<file path="config.mk">
export PLATFORM = sky130hd
export DESIGN_NAME = snake_head_mover
export DESIGN_NICKNAME = d
export VERILOG_FILES = /design/src/rtl/snake_head_mover.sv
export SDC_FILE = /design/constraint.sdc
export NUM_CORES = 1
export LEC_CHECK = 0
export BUFFER_PORTS_ARGS = -buffer_cell sky130_fd_sc_hd__buf_2
export CAP_MARGIN = 25
export CORE_MARGIN = 5
export CORE_UTILIZATION = 60
export CTS_CLUSTER_SIZE = 40
export DETAILED_ROUTE_END_ITERATION = 8
export PLACE_DENSITY = 0.8
export SETUP_SLACK_MARGIN = 0.5
export SYNTH_ARGS = -nofsm -noshare
export SYNTH_HDL_FRONTEND = slang
export SYNTH_SLANG_ARGS = --single-unit
export TNS_END_PERCENT = 100
</file>
<file path="constraint.sdc">
create_clock -name clock -period 3.15 [get_ports clock]
set_input_delay 0.63 -clock clock [delete_from_list [all_inputs] [get_ports clock]]
set_output_delay 0.63 -clock clock [all_outputs]
set_load 0.01 [all_outputs]
</file>
<file path="src/rtl/snake_head_mover.sv">
// Snake head motion: samples the one-hot direcao once per game tick, rejects invalid or
// reversing requests and steps the head one cell. Define SNAKE_WRAP_EN for toroidal wrap.
module snake_head_mover #(
    parameter int GRID_W   = 16,
    parameter int GRID_H   = 16,
    parameter int X_W      = 4,
    parameter int Y_W      = 4,
    parameter int TICK_DIV = 25000000
) (
    input  logic           clock,
    input  logic           reset_n,
    input  logic           enable,
    input  logic           restart,
    input  logic [3:0]     direcao,
    output logic [X_W-1:0] head_x,
    output logic [Y_W-1:0] head_y,
    output logic [3:0]     dir_atual,
    output logic           step,
    output logic           game_over
);

    localparam int CW = (TICK_DIV > 1) ? $clog2(TICK_DIV) : 1;
    localparam logic [CW-1:0]  CNT_MAX = CW'(TICK_DIV - 1);
    localparam logic [X_W-1:0] X_MAX   = X_W'(GRID_W - 1);
    localparam logic [Y_W-1:0] Y_MAX   = Y_W'(GRID_H - 1);
    localparam logic [X_W-1:0] X_RST   = X_W'(GRID_W / 2);
    localparam logic [Y_W-1:0] Y_RST   = Y_W'(GRID_H / 2);

    typedef enum logic [1:0] {IDLE, RUN, DEAD} state_t;

    state_t          state;
    logic [CW-1:0]   cnt;
    logic [3:0]      cand;
    logic [X_W-1:0]  nx;
    logic [Y_W-1:0]  ny;
`ifndef SNAKE_WRAP_EN
    logic            wall;
`endif

    // Reverse of a one-hot code is the code with its two halves swapped.
    always_comb begin
        cand = dir_atual;
        if ($onehot(direcao) && (direcao != {dir_atual[1:0], dir_atual[3:2]}))
            cand = direcao;
        nx = head_x;
        ny = head_y;
`ifndef SNAKE_WRAP_EN
        wall = 1'b0;
`endif
        case (cand)
            4'b0001: begin
                if (head_y == '0) begin
`ifdef SNAKE_WRAP_EN
                    ny = Y_MAX;
`else
                    wall = 1'b1;
`endif
                end else ny = head_y - Y_W'(1);
            end
            4'b0010: begin
                if (head_x == '0) begin
`ifdef SNAKE_WRAP_EN
                    nx = X_MAX;
`else
                    wall = 1'b1;
`endif
                end else nx = head_x - X_W'(1);
            end
            4'b0100: begin
                if (head_y == Y_MAX) begin
`ifdef SNAKE_WRAP_EN
                    ny = '0;
`else
                    wall = 1'b1;
`endif
                end else ny = head_y + Y_W'(1);
            end
            4'b1000: begin
                if (head_x == X_MAX) begin
`ifdef SNAKE_WRAP_EN
                    nx = '0;
`else
                    wall = 1'b1;
`endif
                end else nx = head_x + X_W'(1);
            end
            default: ;
        endcase
    end

    always_ff @(posedge clock or negedge reset_n) begin
        if (!reset_n) begin
            state     <= IDLE;
            cnt       <= '0;
            head_x    <= X_RST;
            head_y    <= Y_RST;
            dir_atual <= 4'b0001;
            step      <= 1'b0;
            game_over <= 1'b0;
        end else begin
            step <= 1'b0;
            if (restart) begin
                state     <= IDLE;
                cnt       <= '0;
                head_x    <= X_RST;
                head_y    <= Y_RST;
                dir_atual <= 4'b0001;
                game_over <= 1'b0;
            end else begin
                case (state)
                    IDLE: begin
                        if (enable) begin
                            state <= RUN;
                            cnt   <= '0;
                        end
                    end
                    RUN: begin
                        if (enable) begin
                            if (cnt == CNT_MAX) begin
                                cnt <= '0;
`ifdef SNAKE_WRAP_EN
                                head_x    <= nx;
                                head_y    <= ny;
                                dir_atual <= cand;
                                step      <= 1'b1;
`else
                                // A fatal step freezes the head at its last legal cell.
                                if (wall) begin
                                    state     <= DEAD;
                                    game_over <= 1'b1;
                                end else begin
                                    head_x    <= nx;
                                    head_y    <= ny;
                                    dir_atual <= cand;
                                    step      <= 1'b1;
                                end
`endif
                            end else begin
                                cnt <= cnt + CW'(1);
                            end
                        end
                    end
                    default: ;
                endcase
            end
        end
    end

endmodule

</file>
== Yosys cells after proc, flatten, opt, wreduce, memory -nomap -nowiden ==
Cells that the tools add are included.
Word-level totals
  bits in registers: 41
  bits of input ports: 8
  output and inout port bits: 14
Operators by class
  add/subtract/negate cells: 8
  equality and inequality tests: 19
  mux-type cells: 48
  reductions and logical operators: 17
Operators by type and width (count)
  $mux W25: 4
  $mux W4: 20
  $pmux W25 S2: 1
  $add A25 B1 Y25 const B: 1
  $eq A25 B25 Y1 const B: 1
  $ne A3 B3 Y1 const B: 8
  $pmux W4 S2: 2
  $mux W1: 14
  $reduce_and A7 Y1: 2
  $eq A4 B4 Y1 const B: 3
  $mux W2: 5
  $reduce_bool A3 Y1: 3
  $add A4 B1 Y4 const B: 2
  $logic_not A4 Y1: 2
  $reduce_and A4 Y1: 2
  $reduce_bool A2 Y1: 4
  $sub A4 B1 Y4 const B: 2
  $reduce_and A5 Y1: 1
  $add A1 B1 Y2: 2
  $eq A4 B1 Y1 const B: 1
  $eq A4 B2 Y1 const B: 1
  $eq A4 B3 Y1 const B: 1
  $ne A4 B4 Y1: 1
  $pmux W1 S4: 1
  8 further kinds: 8

== Logic depth before layout (Yosys ltp) ==
  word-level depth: 12
  depth in mapped cells: 17
  gate-level depth less buffers: 15

== Worst setup path after synthesis ==
OpenSTA, ideal clock, no wires.
  path type: input -> register
  start: input port direcao[1]
  end: register head_x[3]
  setup time: 0.088 ns
  arrival: 4.104 ns
  path slack: -1.042 ns
  stages: 17
  path buffers: 2
  cell sequence: buf_4 -> inv_1 -> fa_1 -> inv_1 -> ha_1 -> ha_1 -> or3b_1 -> buf_2 -> nor3_1 -> a22oi_2 -> o21bai_2 -> ha_1 -> a21o_1 -> a21oi_1 -> xor2_1 -> nor3_1 -> or3b_1
On the way
  word-level cells in the longest chain between the ends: 12
Ends and longest elaborated chain
  start: declaration: RTL line 14  | input logic [3:0] direcao,
  $add A1 B1 Y2 (not written as such): RTL line 43  | if ($onehot(direcao) && (direcao != {dir_atual[1:0], dir_atual[3:2]}))
  $add A2 B2 Y3 (not written as such): RTL line 43
  $eq A3 B1 Y1: RTL line 43
  $logic_and A1 B1 Y1: RTL line 43
  $mux W4 (*): RTL line 43
  $eq A4 B4 Y1 or $eq A4 B2 Y1 (tied branches): RTL line 50  | case (cand)
  $pmux W4 S2: RTL line 50
  $mux W4: RTL line 128  | if (wall) begin
  $mux W4: RTL line 119  | if (cnt == CNT_MAX) begin
  $mux W4: RTL line 118  | if (enable) begin
  $mux W4: RTL line 110  | case (state)
  $mux W4: RTL line 102  | if (restart) begin
  end signal: assignment: RTL line 132  | head_x <= nx;
  end: declaration: RTL line 15  | output logic [X_W-1:0] head_x,
Every way passes the cells marked *; elsewhere a longest branch is shown, timed or not. The select of a mux whose other input is x is not followed.
A chain may end at the register's enable or synchronous reset.

== Worst setup path after layout ==
  start: input port direcao[3]
  end: register head_y[1]
On the way
  word-level cells in the longest chain between the ends: 12
Ends and longest elaborated chain
  $add A1 B1 Y2 (not written as such): RTL line 43
  $add A2 B2 Y3 (not written as such): RTL line 43
  $eq A3 B1 Y1: RTL line 43
  $logic_and A1 B1 Y1: RTL line 43
  $mux W4 (*): RTL line 43
  $eq A4 B3 Y1 or $eq A4 B1 Y1 (tied branches): RTL line 50
  $pmux W4 S2: RTL line 50
  $mux W4: RTL line 128
  $mux W4: RTL line 119
  $mux W4: RTL line 118
  $mux W4: RTL line 110
  $mux W4: RTL line 102
  end signal: assignment: RTL line 133  | head_y <= ny;
  end: declaration: RTL line 16  | output logic [Y_W-1:0] head_y,
Marked as above.

==> impl_metrics.csv <==
group,metric,value,unit
outcome,status,"complete, but fails checks",
outcome,violations,"setup timing",
global_routing,grt_antenna_before_repair,0,
synthesis,yosys_warnings,0,
global_routing,overflow,0,
sta,hold_viol_final,0,
worst_setup_path,path_buf_inv,5,
placement,port_buffers,21,
floorplan,core.rowCount,25,
routing,routed_wl,8410,microns
placement,dp_slack,-0.903,ns
pwr,p_per_area,300,mW/mm^2
worst_setup_path,cp_max_fo,4,
synthesis,ys.flop_type,"dfrtp_1",
clock_network,cts.sinks,41,
floorplan,start_util,0.622,
worst_setup_path,cp-end-kind,"flop",
finish,fin_cells,464,
pwr,p_switching,0.350,mW
sta,slew_headroom,0.381,
pwr,p_comb_frac,0.243,
routing,drt_pass1_iterations,5,
worst_setup_path,cpMostUsedCell,"inv_1",
worst_setup_path,cp_data_required_time,3.39,ns
sta,clock-skew-final,0.0120,ns
clock_network,cts_tree,"built",
synthesis,synth_area,0.00296,sq mm
sta,setup_violations,16,
worst_setup_path,critical_path.top_delay_family,"adder cells",
placement,place_inst,442,
worst_setup_path,path_class,"in2reg",
sta,fmax,275,MHz
floorplan,die_h,80.2,microns
worst_setup_path,cp-start-kind,"input pin",
global_routing,grt_use_total,0.256,
placement,place.gp.congestion,0.881,
global_routing,grt_pass1_vias,2700,
synthesis,postSynth.asyncResetShare,1.00,
clock_network,cts_buffers,5,
pwr,p_clk_frac,0.303,
floorplan,core,0.00475,sq mm
global_routing,grt_max_degree,42,
pwr,p_seq_frac,0.454,
synthesis,synth.avg_cell_area,9.02,sq um
worst_setup_path,arrival,3.87,ns
worst_hold_path,hold_path_class,"in2async",
pwr,peakVddDrop,0.297,mV
clock_network,path_clk_slew,0.08,ns
sta,finalWorstSetupSlack,-0.481,ns
routing,routedWlPerCell,18.1,microns
sta,min_period,3.63,ns
sta,final_max_slew_viol_count,0,
sta,fin_crit_sh,1.15,
worst_setup_path,path_cells,"buf_8 > inv_4 > fa_1 > inv_1 > ha_2 > ha_4 > or3b_4 > mux2i_1 > o211ai_1 > nand3_4 > buf_4 > inv_1 > fa_2 > or2_1 > a21oi_2",
finish,drive_above_1_share,0.368,
clock_network,clockBufferDepth,2,
routing,vias,2857,
synthesis,synth_seq_cells,41,
routing,drt_iter0_drc,252,
routing,antenna_left,0,
worst_setup_path,cpMaxStageDelayCell,"fa_1",
clock_network,cts_hold_buffers,0,
placement,dp_hpwl,5080,microns
synthesis,syn_nets,346,
pwr,intPower,0.818,mW
pwr,p_leak,1.67,nW
synthesis,synth_cell_types,65,
synthesis,synth_edf_count,0,
clock_network,clockRootBuffer,"clkbuf_8",
run,maxCapViolCount,0,
finish,nets,414,
clock_network,cts_max_level,2,
routing,drc,0,
finish,syn_to_final_growth,31.6,%
global_routing,grt_pass1_wl,12900,microns
finish,n_antenna_cell,0,
floorplan,fp.dieW,80.2,microns
sta,tightest_slew,0.929,ns
floorplan,io_pins,22,
worst_setup_path,max_stage_delay,0.53,ns
synthesis,syn_inst,328,
sta,tns,-5.92,ns
pwr,switching_share,0.300,
synthesis,ys_seq_area_frac,0.348,
clock_network,clk_latency,0.31,ns
routing,routed_via_density,6.16,
floorplan,dieArea,0.00644,sq mm
sta,rsz0062_at_grt,"true",
## metrics by stage
stage	power (mW)	area [sq um]	hold slack (ns)	util
6_report	1.17	3890	0.457	0.819
5_1_grt	1.21	3890	0.532	0.819
4_1_cts	1.11	3730	0.495	0.784
3_5_place_dp	0.739	3410	0.477	0.717
3_3_place_gp	0.730	3410	0.476	0.717
2_1_floorplan	0.663	3040	0.334	-
## area by class of cell
cell class	instances	area, sq um
timing repair buffer	76	589
clock inverter	3	17.5
sequential	41	1030
fill	278	860
multi-input combinational	259	2050
clock buffer	5	68.8
tap	67	83.8
inverter	13	56.3
## sequential cells by signal, indices dropped and copies added (netlist names)
register and cells:
cnt 25, dir_atual 4, head_x 4, head_y 4, state 2, game_over 1
step 1
## worst paths after layout
path / cells past startpoint / startpoint / to / slack, ns
hold reg to reg: 1 / cnt[13]$_DFFE_PN0P_ / cnt[13]$_DFFE_PN0P_ / 0.50
max in group asynchronous: 1 / reset_n / cnt[7]$_DFFE_PN0P_ / 2.11
hold / removal: 1 / reset_n / head_y[0]$_DFFE_PN0P_ / 0.46
setup / recovery: 15 / direcao[3] / head_y[1]$_DFFE_PN0P_ / -0.48
min in group clock: 1 / cnt[13]$_DFFE_PN0P_ / cnt[13]$_DFFE_PN0P_ / 0.50
setup reg to reg: 10 / dir_atual[2]$_DFFE_PN0P_ / dir_atual[2]$_DFFE_PN0P_ / 0.18
## power by group through the flow
| stage | logic (mW) | registers (mW) | clock network (mW) |
|---|---|---|---|
| 5_1_grt | 0.301 | 0.531 | 0.379 |
| 6_report | 0.284 | 0.530 | 0.354 |
| 4_1_cts | 0.241 | 0.530 | 0.342 |
| 3_3_place_gp | 0.189 | 0.540 | 0 |
| 3_5_place_dp | 0.199 | 0.540 | 0 |
| 2_1_floorplan | 0.123 | 0.540 | 0 |
## synth_stat cells, types with 4 or more instances
master / n / area, sq um
o21ai_1: 13 / 65.1
xor2_1: 15 / 131
buf_6: 5 / 56.3
nor3_1: 12 / 60.1
inv_1: 13 / 48.8
nor2_1: 38 / 143
dfrtp_1: 38 / 951
o31ai_1: 5 / 37.5
a21o_1: 6 / 45.0
o21ai_0: 14 / 70.1
a21oi_1: 11 / 55.1
and3_1: 9 / 56.3
and4_1: 5 / 43.8
nand3_1: 7 / 35.0
nand2_1: 29 / 109
clkbuf_1: 6 / 22.5
xnor2_1: 8 / 70.1
nand4_1: 12 / 75.1
nor2b_1: 5 / 31.3
a31oi_1: 4 / 25.0
ha_1: 7 / 87.6
mux2i_1: 4 / 40.0
## cell families after synthesis
family                     Yosys count  share of synthesized area
buffers and inverters               28                     0.0516
AOI/OAI and AO/OA                   70                      0.160
adders and majority gates           10                     0.0499
muxes                                5                     0.0186
DFF                                 41                      0.348
and+or+nand+nor                    148                      0.279
xor gates and xnor gates            26                     0.0922
## cell usage in the layout (no fill, tap or decap), types with 5 or more instances in the layout
master | netlist | routed
o21ai_1 | 13 | 12
nand2_1 | 29 | 26
nand4_1 | 12 | 12
nand3_1 | 7 | 7
clkbuf_8 | 0 | 5
nor2b_1 | 5 | 5
xnor2_1 | 8 | 7
dfrtp_1 | 38 | 38
nor2_1 | 38 | 37
buf_4 | 2 | 42
a21oi_2 | 1 | 7
inv_1 | 13 | 9
and4_1 | 5 | 5
o31ai_1 | 5 | 5
nor3_1 | 12 | 10
xor2_1 | 15 | 15
o21ai_0 | 14 | 13
buf_6 | 5 | 15
and3_1 | 9 | 9
buf_2 | 2 | 18
a21o_1 | 6 | 6
## repair_timing
item / 4_1_cts / 5_1_grt
endpoints found under the setup margin: 16 / 17
buffers inserted: 5 / 9
gates resized for setup: 34 / 24
pin swaps: 22 / 30
## routing by layer
layer  track usage  wire (microns)  vias up
li1              -               -     1323
met1         0.345            3480     1389
met2         0.411            4200      116
met3        0.0437             499       29
met4        0.0946             230        0
met5             0               0        -
(Power assumes the default switching activity.)
